**config.mk**
```make
export PLATFORM = sky130hd
export DESIGN_NAME = audio_mem_read_arbiter
export DESIGN_NICKNAME = d
export VERILOG_FILES = /design/src/rtl/audio_mem_read_arbiter.sv
export SDC_FILE = /design/constraint.sdc
export NUM_CORES = 1
export LEC_CHECK = 0
export ABC_AREA = 1
export BUFFER_PORTS_ARGS = -buffer_cell sky130_fd_sc_hd__buf_2
export CORE_MARGIN = 5
export CORE_UTILIZATION = 40
export DETAILED_ROUTE_END_ITERATION = 8
export PLACE_DENSITY = 0.72
export SYNTH_ARGS = -nofsm -noshare
export SYNTH_HDL_FRONTEND = slang
export SYNTH_SLANG_ARGS = --single-unit
```
**constraint.sdc**
```tcl
create_clock -name aclk -period 5.2 [get_ports aclk]
set_input_delay 1.04 -clock aclk [delete_from_list [all_inputs] [get_ports aclk]]
set_output_delay 1.04 -clock aclk [all_outputs]
set_load 0.05 [all_outputs]
```
**src/rtl/audio_mem_read_arbiter.sv**
```systemverilog
// Round-robin arbiter sharing one AXI4-Lite read master among NUM_REQ requesters, one transaction in flight.
// Optional: define AUDIO_MEM_ARB_PRIO0_EN to give requester 0 (audio fetcher) absolute priority.
module audio_mem_read_arbiter #(
  parameter int NUM_REQ = 4,
  parameter int ADDR_W  = 32,
  parameter int DATA_W  = 32
) (
  input  logic                        aclk,
  input  logic                        aresetn,
  input  logic [NUM_REQ*ADDR_W-1:0]   s_araddr,
  input  logic [NUM_REQ-1:0]          s_arvalid,
  output logic [NUM_REQ-1:0]          s_arready,
  output logic [DATA_W-1:0]           s_rdata,
  output logic [NUM_REQ-1:0]          s_rvalid,
  input  logic [NUM_REQ-1:0]          s_rready,
  output logic [ADDR_W-1:0]           m_araddr,
  output logic                        m_arvalid,
  input  logic                        m_arready,
  input  logic [DATA_W-1:0]           m_rdata,
  input  logic                        m_rvalid,
  output logic                        m_rready,
  output logic [$clog2(NUM_REQ)-1:0]  grant_idx,
  output logic                        busy
);

  localparam int IDX_W = $clog2(NUM_REQ);

  typedef enum logic [1:0] {IDLE, ADDR, DATA, RESP} state_t;

  state_t              state, state_nxt;
  logic [IDX_W-1:0]    rr_ptr, rr_ptr_nxt;
  logic [IDX_W-1:0]    grant_nxt, winner;
  logic [NUM_REQ-1:0]  s_arready_nxt, s_rvalid_nxt;
  logic [ADDR_W-1:0]   m_araddr_nxt;
  logic [DATA_W-1:0]   s_rdata_nxt;
  logic                m_arvalid_nxt, m_rready_nxt, busy_nxt;

  // First requesting index at or above ptr, wrapping modulo NUM_REQ.
  function automatic logic [IDX_W-1:0] pick_rr(input logic [NUM_REQ-1:0] req,
                                               input logic [IDX_W-1:0]   ptr);
    logic [IDX_W-1:0] g;
    logic             found;
    int               k;
    g     = ptr;
    found = 1'b0;
    for (int i = 0; i < NUM_REQ; i++) begin
      k = (int'(ptr) + i) % NUM_REQ;
      if (!found && req[k]) begin
        g     = IDX_W'(k);
        found = 1'b1;
      end
    end
    return g;
  endfunction

  function automatic logic [IDX_W-1:0] next_ptr(input logic [IDX_W-1:0] g);
    return (g == IDX_W'(NUM_REQ - 1)) ? '0 : g + IDX_W'(1);
  endfunction

`ifdef AUDIO_MEM_ARB_PRIO0_EN
  localparam logic [NUM_REQ-1:0] REQ0_MASK = NUM_REQ'(1);

  // Requester 0 pre-empts; the rest rotate among themselves without ever landing on 0.
  always_comb begin
    winner = s_arvalid[0] ? '0 : pick_rr(s_arvalid & ~REQ0_MASK, rr_ptr);
  end
`else
  always_comb begin
    winner = pick_rr(s_arvalid, rr_ptr);
  end
`endif

  always_comb begin
    state_nxt     = state;
    rr_ptr_nxt    = rr_ptr;
    grant_nxt     = grant_idx;
    s_arready_nxt = '0;
    s_rvalid_nxt  = s_rvalid;
    s_rdata_nxt   = s_rdata;
    m_araddr_nxt  = m_araddr;
    m_arvalid_nxt = m_arvalid;
    m_rready_nxt  = m_rready;
    case (state)
      IDLE: begin
        if (|s_arvalid) begin
          grant_nxt     = winner;
          m_araddr_nxt  = s_araddr[winner*ADDR_W +: ADDR_W];
          s_arready_nxt = NUM_REQ'(1) << winner;
          m_arvalid_nxt = 1'b1;
          state_nxt     = ADDR;
        end
      end
      ADDR: begin
        if (m_arvalid && m_arready) begin
          m_arvalid_nxt = 1'b0;
          m_rready_nxt  = 1'b1;
          state_nxt     = DATA;
        end
      end
      DATA: begin
        if (m_rvalid && m_rready) begin
          s_rdata_nxt  = m_rdata;
          m_rready_nxt = 1'b0;
          s_rvalid_nxt = NUM_REQ'(1) << grant_idx;
          state_nxt    = RESP;
        end
      end
      RESP: begin
        if (s_rready[grant_idx]) begin
          s_rvalid_nxt = '0;
`ifdef AUDIO_MEM_ARB_PRIO0_EN
          if (grant_idx != '0) rr_ptr_nxt = next_ptr(grant_idx);
`else
          rr_ptr_nxt   = next_ptr(grant_idx);
`endif
          state_nxt    = IDLE;
        end
      end
      default: state_nxt = IDLE;
    endcase
    busy_nxt = (state_nxt != IDLE);
  end

  // Every output comes straight from a flop; a reset drops any in-flight response.
  always_ff @(posedge aclk or negedge aresetn) begin
    if (!aresetn) begin
      state     <= IDLE;
      rr_ptr    <= '0;
      grant_idx <= '0;
      s_arready <= '0;
      s_rvalid  <= '0;
      s_rdata   <= '0;
      m_araddr  <= '0;
      m_arvalid <= 1'b0;
      m_rready  <= 1'b0;
      busy      <= 1'b0;
    end else begin
      state     <= state_nxt;
      rr_ptr    <= rr_ptr_nxt;
      grant_idx <= grant_nxt;
      s_arready <= s_arready_nxt;
      s_rvalid  <= s_rvalid_nxt;
      s_rdata   <= s_rdata_nxt;
      m_araddr  <= m_araddr_nxt;
      m_arvalid <= m_arvalid_nxt;
      m_rready  <= m_rready_nxt;
      busy      <= busy_nxt;
    end
  end

endmodule

```
# Word level (Yosys, flattened, before mapping)
# Index checks and enable logic that the tools add are counted.
# W data, S select, Z words.
classes:
  n_addsub: 4
  magnitude_cmp: 5
  eq_ne: 8
  shift: 3
  mux: 36
  bitwise: 3
  reduce_logical: 23
op_table:
  columns: ["operator", "count"]
  rows:
  - ["$shiftx A128 B8 Y32", 1]
  - ["$mux W2", 8]
  - ["$mux W4", 4]
  - ["$mux W1", 15]
  - ["$lt A3 B4 Y1 const B", 3]
  - ["$bmux W1 S2", 5]
  - ["$reduce_and A3 Y1", 3]
  - ["$ne A2 B2 Y1 const B", 4]
  - ["$pmux W2 S4", 1]
  - ["$pmux W4 S2", 1]
  - ["$reduce_bool A2 Y1", 4]
  - ["$shl A1 B2 Y4 const A", 2]
  - ["$eq A2 B2 Y1 const B", 3]
  - ["$lt A2 B3 Y1 const B", 2]
  - ["$reduce_and A2 Y1", 3]
  - ["$reduce_or A2 Y1", 3]
  - ["$logic_and A1 B1 Y1", 5]
  - ["$add A2 B1 Y2 const B", 2]
  - ["$add A2 B2 Y2 const B", 2]
  - ["$pmux W1 S2", 2]
  - ["$reduce_or A4 Y1", 1]
  - ["$and A1 B1 Y1 const A", 3]
  - ["$logic_not A1 Y1", 3]
  - ["$eq A2 B1 Y1 const B", 1]
  - ["$logic_not A2 Y1", 1]
word_totals:
  reg_bits: 81
  input_bits: 172
  output_inout_bits: 77
  elab_cells: 92

# Logic depth before layout (Yosys ltp)
# Gate-level depths: netlist of the first run.
depth:
  ltp_word: 17
  ltp_mapped: 16
  ltp_nobuf: 14

# Worst setup path after synthesis of the first run
# OpenSTA, ideal clock, no wires.
synth_timing:
  path_type: "input to register"
  startpoint: "input s_arvalid[3]"
  endpoint: "register m_araddr[23]"
  setup_time_ns: 0.125
  arrival_time_ns: 2.127
  required_ns: 5.075
  slack_ns: 2.948
  path_stages: 12
  path_buffers: 2
  path_cell_list: "nand2_1 nand3_1 nand2_4 nand2_4 inv_2 nand2_4 nand3_2 nand2_4 buf_12 buf_12 nand3_1 nand3_1"
synth_via:
  elab_chain_cells: 13
  elab_cells_between_ends: 26
  cone_classes: "1 x shift; 17 x mux; 8 x reduce/logical"
synth_lines:
  columns: ["element", "line_no", "source"]
  rows:
  - ["from (decl)", "11", "input logic [NUM_REQ-1:0] s_arvalid,"]
  - ["$bmux W1 S2", "48", "if (!found && req[k]) begin"]
  - ["$mux W1 (implied by the code)", "48", null]
  - ["$mux W1", "48", null]
  - ["$logic_not A1 Y1", "48", null]
  - ["$logic_and A1 B1 Y1", "48", null]
  - ["$mux W1", "48", null]
  - ["$logic_not A1 Y1", "48", null]
  - ["$logic_and A1 B1 Y1", "48", null]
  - ["$mux W1", "48", null]
  - ["$logic_not A1 Y1", "48", null]
  - ["$logic_and A1 B1 Y1", "48", null]
  - ["$mux W2", "48", null]
  - ["$shiftx A128 B8 Y32", "87", "m_araddr_nxt = s_araddr[winner*ADDR_W +: ADDR_W];"]
  - ["to (signal assigned)", "144", "m_araddr <= m_araddr_nxt;"]
  - ["to (decl)", "16", "output logic [ADDR_W-1:0] m_araddr,"]
# Parallel ways exist; a longest one is shown, timed or not. The select of a mux whose other input is x is not followed.
# A chain may end at the register's enable or synchronous reset.

# Worst setup path after layout of the first run
layout_timing:
  startpoint: "input s_arvalid[0]"
  endpoint: "register m_araddr[22]"
# Same word-level chain as after synthesis.

==> results.sh, run 1 <==
export IMPL_cts_root_buf="clkbuf_16"
export IMPL_final_max_slew_violation_count=0
export IMPL_initial_core_util_pct=40.9
export IMPL_drtAntennaViolNets=0
export IMPL_start_kind="primary input"
export IMPL_grt_ovfl_total=0
export IMPL_crit_path_end_kind="register"
export IMPL_grt_usage_pct=21.8
export IMPL_drt_total_wl_mm=16.3
export IMPL_rows=40
export IMPL_drc=0
export IMPL_cap_violations=0
export IMPL_fp_dieH_um=121
export IMPL_p_per_area_mw_per_mm2=814
export IMPL_dr_total_vias=5256
export IMPL_gp_congestion=0.859
export IMPL_ir_worst_vdd_uv=323
export IMPL_synth_compound_area_share_pct=1.02
export IMPL_post_drt_wl_per_cell_um=15.5
export IMPL_synthCells=684
export IMPL_pwr_share_clk_pct=12.5
export IMPL_rsz0062_at_grt="no"
export IMPL_comb_power_share_pct=66.0
export IMPL_synth_fp_nets=860
export IMPL_core_mm2=0.0120
export IMPL_firstDrtPassIters=5
export IMPL_layout_drive_gt1_share_pct=34.2
export IMPL_tightest_slew_ns=1.01
export IMPL_required_ns=5.47
export IMPL_synth_seq_area_share_pct=41.3
export IMPL_ys_ff_latch=81
export IMPL_setup_tns_final_ns=0
export IMPL_syn_area_per_cell_um2=7.18
export IMPL_finalSetupViolCount=0
export IMPL_muxShareOfSynthArea_pct=0
export IMPL_yosysWarnings=0
export IMPL_cp_max_fo=42
export IMPL_cts_resized=0
export IMPL_max_freq_ghz=0.329
export IMPL_critical_path_class="primary input to register"
export IMPL_die_w_um=121
export IMPL_via_per_inst=4.98
export IMPL_clock_sinks=81
export IMPL_synth_top_family_by_area="simple AND/OR/NAND/NOR gates"
export IMPL_finalPower_mw=5.19
export IMPL_p_seq_share_pct=21.5
export IMPL_dp_slack_ns=1.77
export IMPL_post_dp_hpwl_mm=11.9
export IMPL_port_buffers=248
export IMPL_netSwitchingFraction_pct=59.2
export IMPL_finalCritPeriodShare_pct=58.5
export IMPL_power_internal_mw=2.12
export IMPL_antenna_found_initial=0
export IMPL_leakage_nw=3.80
export IMPL_grt_pass1_wl_mm=25.4
export IMPL_synthDistinctLibCells=26
export IMPL_synth_simple_gate_area_share_pct=49.3
export IMPL_tritoncts="done"
export IMPL_period_needed_ns=3.04
export IMPL_hold_violations=0
export IMPL_insertion_delay_ns=0.34
export IMPL_holdBufCountCts=0
export IMPL_syn_cell_area_mm2=0.00491
export IMPL_p_sw_mw=3.07
export IMPL_layout_nets=1080
export IMPL_cts_setup_buffers=0
export IMPL_yosys_area_share_adder_pct=1.02
export IMPL_clk_path_buf_depth=2
export IMPL_grt_max_degree=82
export IMPL_critPathArrivalTime_ns=3.31
export IMPL_htree_levels=3
export IMPL_hold_path_class="register to register"
export IMPL_synthXorXnorAreaFrac_pct=0
export IMPL_slew_limit_headroom_pct=32.9
export IMPL_run_status="finished, final reports clean"
export IMPL_grt_pass1_vias=5288
export IMPL_dieArea_mm2=0.0146
export IMPL_cts_made_buffers=9
export IMPL_drt_iter0_drc=338
export IMPL_area_growth_synth_to_final_pct=29.8
export IMPL_cts_clk_slew_worst_paths_ns=0.07
export IMPL_ioPinCount=249
export IMPL_fin_skew_ns=0.00705
export IMPL_setup_slack_ns=2.16
export IMPL_antenna_cells=0
==> cells in the final DEF (no fill, tap or decap) <==
cell type / n
buf_4: 2
inv_2: 4
inv_6: 1
nand2_2: 10
clkinv_1: 2
nand4_1: 2
a32o_1: 1
nand3_1: 139
clkinvlp_4: 2
ha_1: 4
clkinv_2: 1
nor3_2: 2
nand2_1: 339
bufinv_16: 1
inv_4: 1
nand3_2: 9
inv_1: 14
nor4_1: 1
inv_8: 1
nor3_1: 1
a21oi_1: 2
nor2_1: 6
nor2_4: 2
clkinv_4: 1
clkbuf_16: 9
nor2_8: 2
buf_2: 247
o21ai_0: 6
nand2_4: 16
dfrtp_1: 81
==> final cells by class <==
type	count	area (um^2)
inverter	21	81.3
clock inverter	7	78.8
sequential	81	2030
fill	1246	5630
clock buffer	9	225
multi-input combinational	542	2530
timing repair buffer	249	1250
tap	147	184
==> metal layers <==
layer | global-route usage [%] | part of all wire (%)
met1 | 27.3 | 43
met2 | 36.9 | 47
met3 | 5.14 | 7.9
met4 | 7.51 | 2.5
met5 | 0 | 0
==> flip-flops by register name, summed over array words and instances (netlist names), 2 cells and up <==
signal / cells
state: 2
s_rvalid: 4
rr_ptr: 2
m_araddr: 32
grant_idx: 2
s_arready: 4
s_rdata: 32
==> worst max-delay path, cell delays in order <==
cell,delay (ns)
buf_2,0.13
nor4_1,0.08
nor2_4,0.69
inv_2,0.60
nor2_4,0.54
nand2_1,0.11
nand3_1,0.10
==> Yosys cell counts <==
cell type / number / area share [%]
buf_6: 5 / 1.1
buf_2: 7 / 0.71
nor3_2: 2 / 0.41
nor2_4: 1 / 0.23
dfrtp_1: 81 / 41
ha_1: 4 / 1.0
a21oi_1: 2 / 0.20
inv_4: 1 / 0.13
o21ai_0: 6 / 0.61
nor4_1: 1 / 0.13
a32o_1: 1 / 0.20
buf_4: 14 / 2.1
inv_1: 14 / 1.1
nand4_1: 2 / 0.25
nand3_2: 9 / 1.8
inv_2: 4 / 0.31
nor2_8: 2 / 0.82
nor3_1: 1 / 0.10
clkbuf_1: 12 / 0.92
buf_12: 2 / 0.82
nor2_1: 7 / 0.53
nand2_4: 16 / 3.7
nand2_1: 339 / 26
clkinv_1: 2 / 0.15
nand3_1: 139 / 14
nand2_2: 10 / 1.3
==> through the flow <==
| stage | area, um^2 | hold WS (ns) | std cells | utilization [%] |
|---|---|---|---|---|
| 2_1_floorplan | 4910 | 0.550 | 684 | - |
| 4_1_cts | 6380 | 0.477 | 1056 | 53.1 |
| 3_3_place_gp | 6070 | 0.457 | 1040 | 50.6 |
| 3_5_place_dp | 6070 | 0.460 | 1040 | 50.6 |
| 5_1_grt | 6380 | 0.495 | 1056 | 53.1 |
| 6_report | 6380 | 0.472 | 1056 | 53.1 |
==> logic make-up after synthesis <==
kind of cell               count (synthesis)
AOI/OAI and AO/OA                          9
adders and majority gates                  4
buffers and inverters                     61
DFF                                       81
and+or+nand+nor                          529
==> power groups by stage <==
stage          Sequential, mW  Clock, mW  Combinational, mW
2_1_floorplan            2.02          0               1.92
3_3_place_gp             1.11          0               3.43
3_5_place_dp             1.12          0               3.46
4_1_cts                  1.12      0.661               3.47
5_1_grt                  1.16      0.691               3.76
6_report                 1.12      0.647               3.43
==> worst paths after layout <==
| kind | cells past startpoint | slack (ns) | startpoint | endpoint |
|---|---|---|---|---|
| setup / recovery | 7 | 2.16 | s_arvalid[0] | m_araddr[22]$_DFFE_PN0P_ |
| hold / removal | 2 | 0.47 | s_rdata[1]$_DFFE_PN0P_ | s_rdata[1]$_DFFE_PN0P_ |
| setup reg to reg | 13 | 2.29 | rr_ptr[0]$_DFFE_PN0P_ | m_araddr[30]$_DFFE_PN0P_ |
| hold reg to reg | 2 | 0.47 | s_rdata[1]$_DFFE_PN0P_ | s_rdata[1]$_DFFE_PN0P_ |
| max in group asynchronous | 1 | 3.68 | aresetn | m_araddr[0]$_DFFE_PN0P_ |
| min in group asynchronous | 1 | 0.87 | aresetn | s_rdata[10]$_DFFE_PN0P_ |
Note: power is estimated with default switching activity, not from simulation.
==> inputs of run 2 (changes only) <==
- PLACE_DENSITY: 0.72 -> 0.74
- clock period: 5.2 -> 2.4 ns (I/O delays scaled with it)
==> results.sh, run 2 (synthesized netlist as in run 1, its figures left out) <==
export IMPL_finalCritPeriodShare_pct=90.0
export IMPL_clk_path_buf_depth=2
export IMPL_cts_setup_buffers=0
export IMPL_fp_dieH_um=121
export IMPL_post_drt_wl_per_cell_um=15.6
export IMPL_hold_path_class="primary input to asynchronous set/reset pin"
export IMPL_crit_path_end_kind="register"
export IMPL_num_fill_cells=1184
export IMPL_rsz0062_at_grt="no"
export IMPL_utilization_pct=54.4
export IMPL_cts_made_buffers=9
export IMPL_finalSetupViolCount=0
export IMPL_comb_power_share_pct=66.3
export IMPL_cap_violations=0
export IMPL_die_w_um=121
export IMPL_layout_common_cells="339 x nand2_1, 247 x buf_2, 139 x nand3_1"
export IMPL_rows=40
export IMPL_reg2reg_depth=14
export IMPL_insertion_delay_ns=0.33
export IMPL_leakage_nw=3.89
export IMPL_ioPinCount=249
export IMPL_period_needed_ns=2.16
export IMPL_post_dp_hpwl_mm=12.4
export IMPL_p_per_area_mw_per_mm2=1760
export IMPL_critPathArrivalTime_ns=2.42
export IMPL_drt_total_wl_mm=16.7
export IMPL_cp_max_fo=21
export IMPL_grt_ovfl_total=0
export IMPL_power_internal_mw=4.89
export IMPL_final_max_slew_violation_count=0
export IMPL_dr_total_vias=5382
export IMPL_drt_iter0_drc=290
export IMPL_pwr_share_clk_pct=13.1
export IMPL_gp_congestion=0.895
export IMPL_layout_nets=1093
export IMPL_cts_clk_slew_worst_paths_ns=0.07
export IMPL_reg2reg_slack_ns=0.24
export IMPL_area_growth_synth_to_final_pct=33.1
export IMPL_grt_pass1_vias=5134
export IMPL_reg_top3="m_araddr x32, s_rdata x32"
export IMPL_netSwitchingFraction_pct=57.5
export IMPL_placed_area_mm2=0.00618
export IMPL_via_per_inst=5.03
export IMPL_final_area_mm2=0.00654
export IMPL_core_mm2=0.0120
export IMPL_p_seq_share_pct=20.6
export IMPL_ir_worst_vdd_uv=687
export IMPL_drtAntennaViolNets=0
export IMPL_grt_max_degree=45
export IMPL_start_kind="register"
export IMPL_firstDrtPassIters=5
export IMPL_required_ns=2.67
export IMPL_slowest_stage="dfrtp_1"
export IMPL_critical_path_class="register to register"
export IMPL_clock_sinks=81
export IMPL_drc=0
export IMPL_dieArea_mm2=0.0146
export IMPL_grt_pass1_wl_mm=25.8
export IMPL_run_status="finished, final reports clean"
export IMPL_hold_violations=0
export IMPL_htree_levels=3
export IMPL_slowest_delay_ns=0.40
export IMPL_antenna_found_initial=2
export IMPL_hold_ws_ns=0.136
export IMPL_tritoncts="done"
export IMPL_grt_usage_pct=22.5
export IMPL_initial_core_util_pct=40.9
export IMPL_r2r_end="m_araddr[16]$_DFFE_PN0P_"
export IMPL_regArea_mm2=0.00203
export IMPL_reg2reg_from="rr_ptr[0]$_DFFE_PN0P_"
export IMPL_worstPathCellList="inv_2 -> nand2_1 -> nand2_2 -> nand2_1 -> nand2_2 -> nand2_4 -> inv_2 -> nand2_4 -> nand2_4 -> buf_6 -> nand3_1 -> nand2_1 -> nand3_1 -> nand3_1"
export IMPL_fin_skew_ns=0.00681
export IMPL_cts_resized=0
export IMPL_mostFrequentLayoutCell="nand2_1"
export IMPL_multi_input_area_mm2=0.00255
export IMPL_setup_tns_final_ns=0
export IMPL_holdBufCountCts=0
export IMPL_tightest_slew_ns=0.563
export IMPL_slew_limit_headroom_pct=62.5
export IMPL_port_buffers=248
export IMPL_cts_root_buf="clkbuf_16"
export IMPL_p_sw_mw=6.62
export IMPL_layout_drive_gt1_share_pct=35.1
export IMPL_max_freq_ghz=0.463
[run 2: changes by cell type in the layout (fill, tap and decap cells not counted), sizes merged]
cell and delta:
clkinvlp -1, bufinv +1, buf +13, clkbuf +1, diode +1, inv -1
[run 2: area by class of cell]
| class | count | share of cell area (%) |
|---|---|---|
| Clock inverter | 6 | 1.38 |
| Timing Repair Buffer | 262 | 20.9 |
| Sequential cell | 81 | 31.0 |
| Clock buffer | 10 | 3.66 |
| Inverter | 21 | 1.24 |
| Antenna cell | 1 | 0.0383 |
| Multi-Input combinational cell | 542 | 39.0 |
| Tap cell | 147 | 2.81 |
[run 2: power groups by stage]
stage               clock (mW)  sequential [mW]  combinational, mW
floorplan                    0             4.37               4.15
global placement             0             2.37               7.56
detailed placement           0             2.37               7.66
CTS                       1.55             2.37               7.66
global route              1.61             2.46               8.35
finish                    1.50             2.37               7.64
[run 2: worst max path at each step]
stage,startpoint,end,slack (ns),cells after the start
after floorplan,rr_ptr[1]$_DFFE_PN0P_,m_araddr[23]$_DFFE_PN0P_,0.64,15
after global placement,s_arvalid[3],m_araddr[17]$_DFFE_PN0P_,0.27,13
after detailed placement,s_arvalid[3],m_araddr[15]$_DFFE_PN0P_,0.22,13
after CTS,rr_ptr[0]$_DFFE_PN0P_,m_araddr[17]$_DFFE_PN0P_,0.19,13
after global routing,rr_ptr[0]$_DFFE_PN0P_,grant_idx[1]$_DFFE_PN0P_,0.05,13
final,rr_ptr[0]$_DFFE_PN0P_,m_araddr[16]$_DFFE_PN0P_,0.24,14
[run 2: routing by layer]
metal  part of all wire [%]  GRT usage [%]  up-vias
met2                     48           38.2      283
met5                  0.078              0        -
met3                    8.6           4.96       25
met4                    2.2           8.78        2
met1                     41           27.8     2414
li1                       -              -     2658
[run 2: per-stage QoR]
stage               cells  power [mW]  setup slack (ns)
floorplan             684        8.52             0.639
global placement     1053        9.94             0.272
detailed placement   1053        10.0             0.216
CTS                  1069        11.6             0.194
global route         1070        12.4            0.0536
finish               1070        11.5             0.240
[run 2: critical path, delay by kind of cell (launching register included)]
family / cells / cell delay [ns]
buf+inv: 3 / 0.54
flops: 1 / 0.40
simple gates: 11 / 1.15
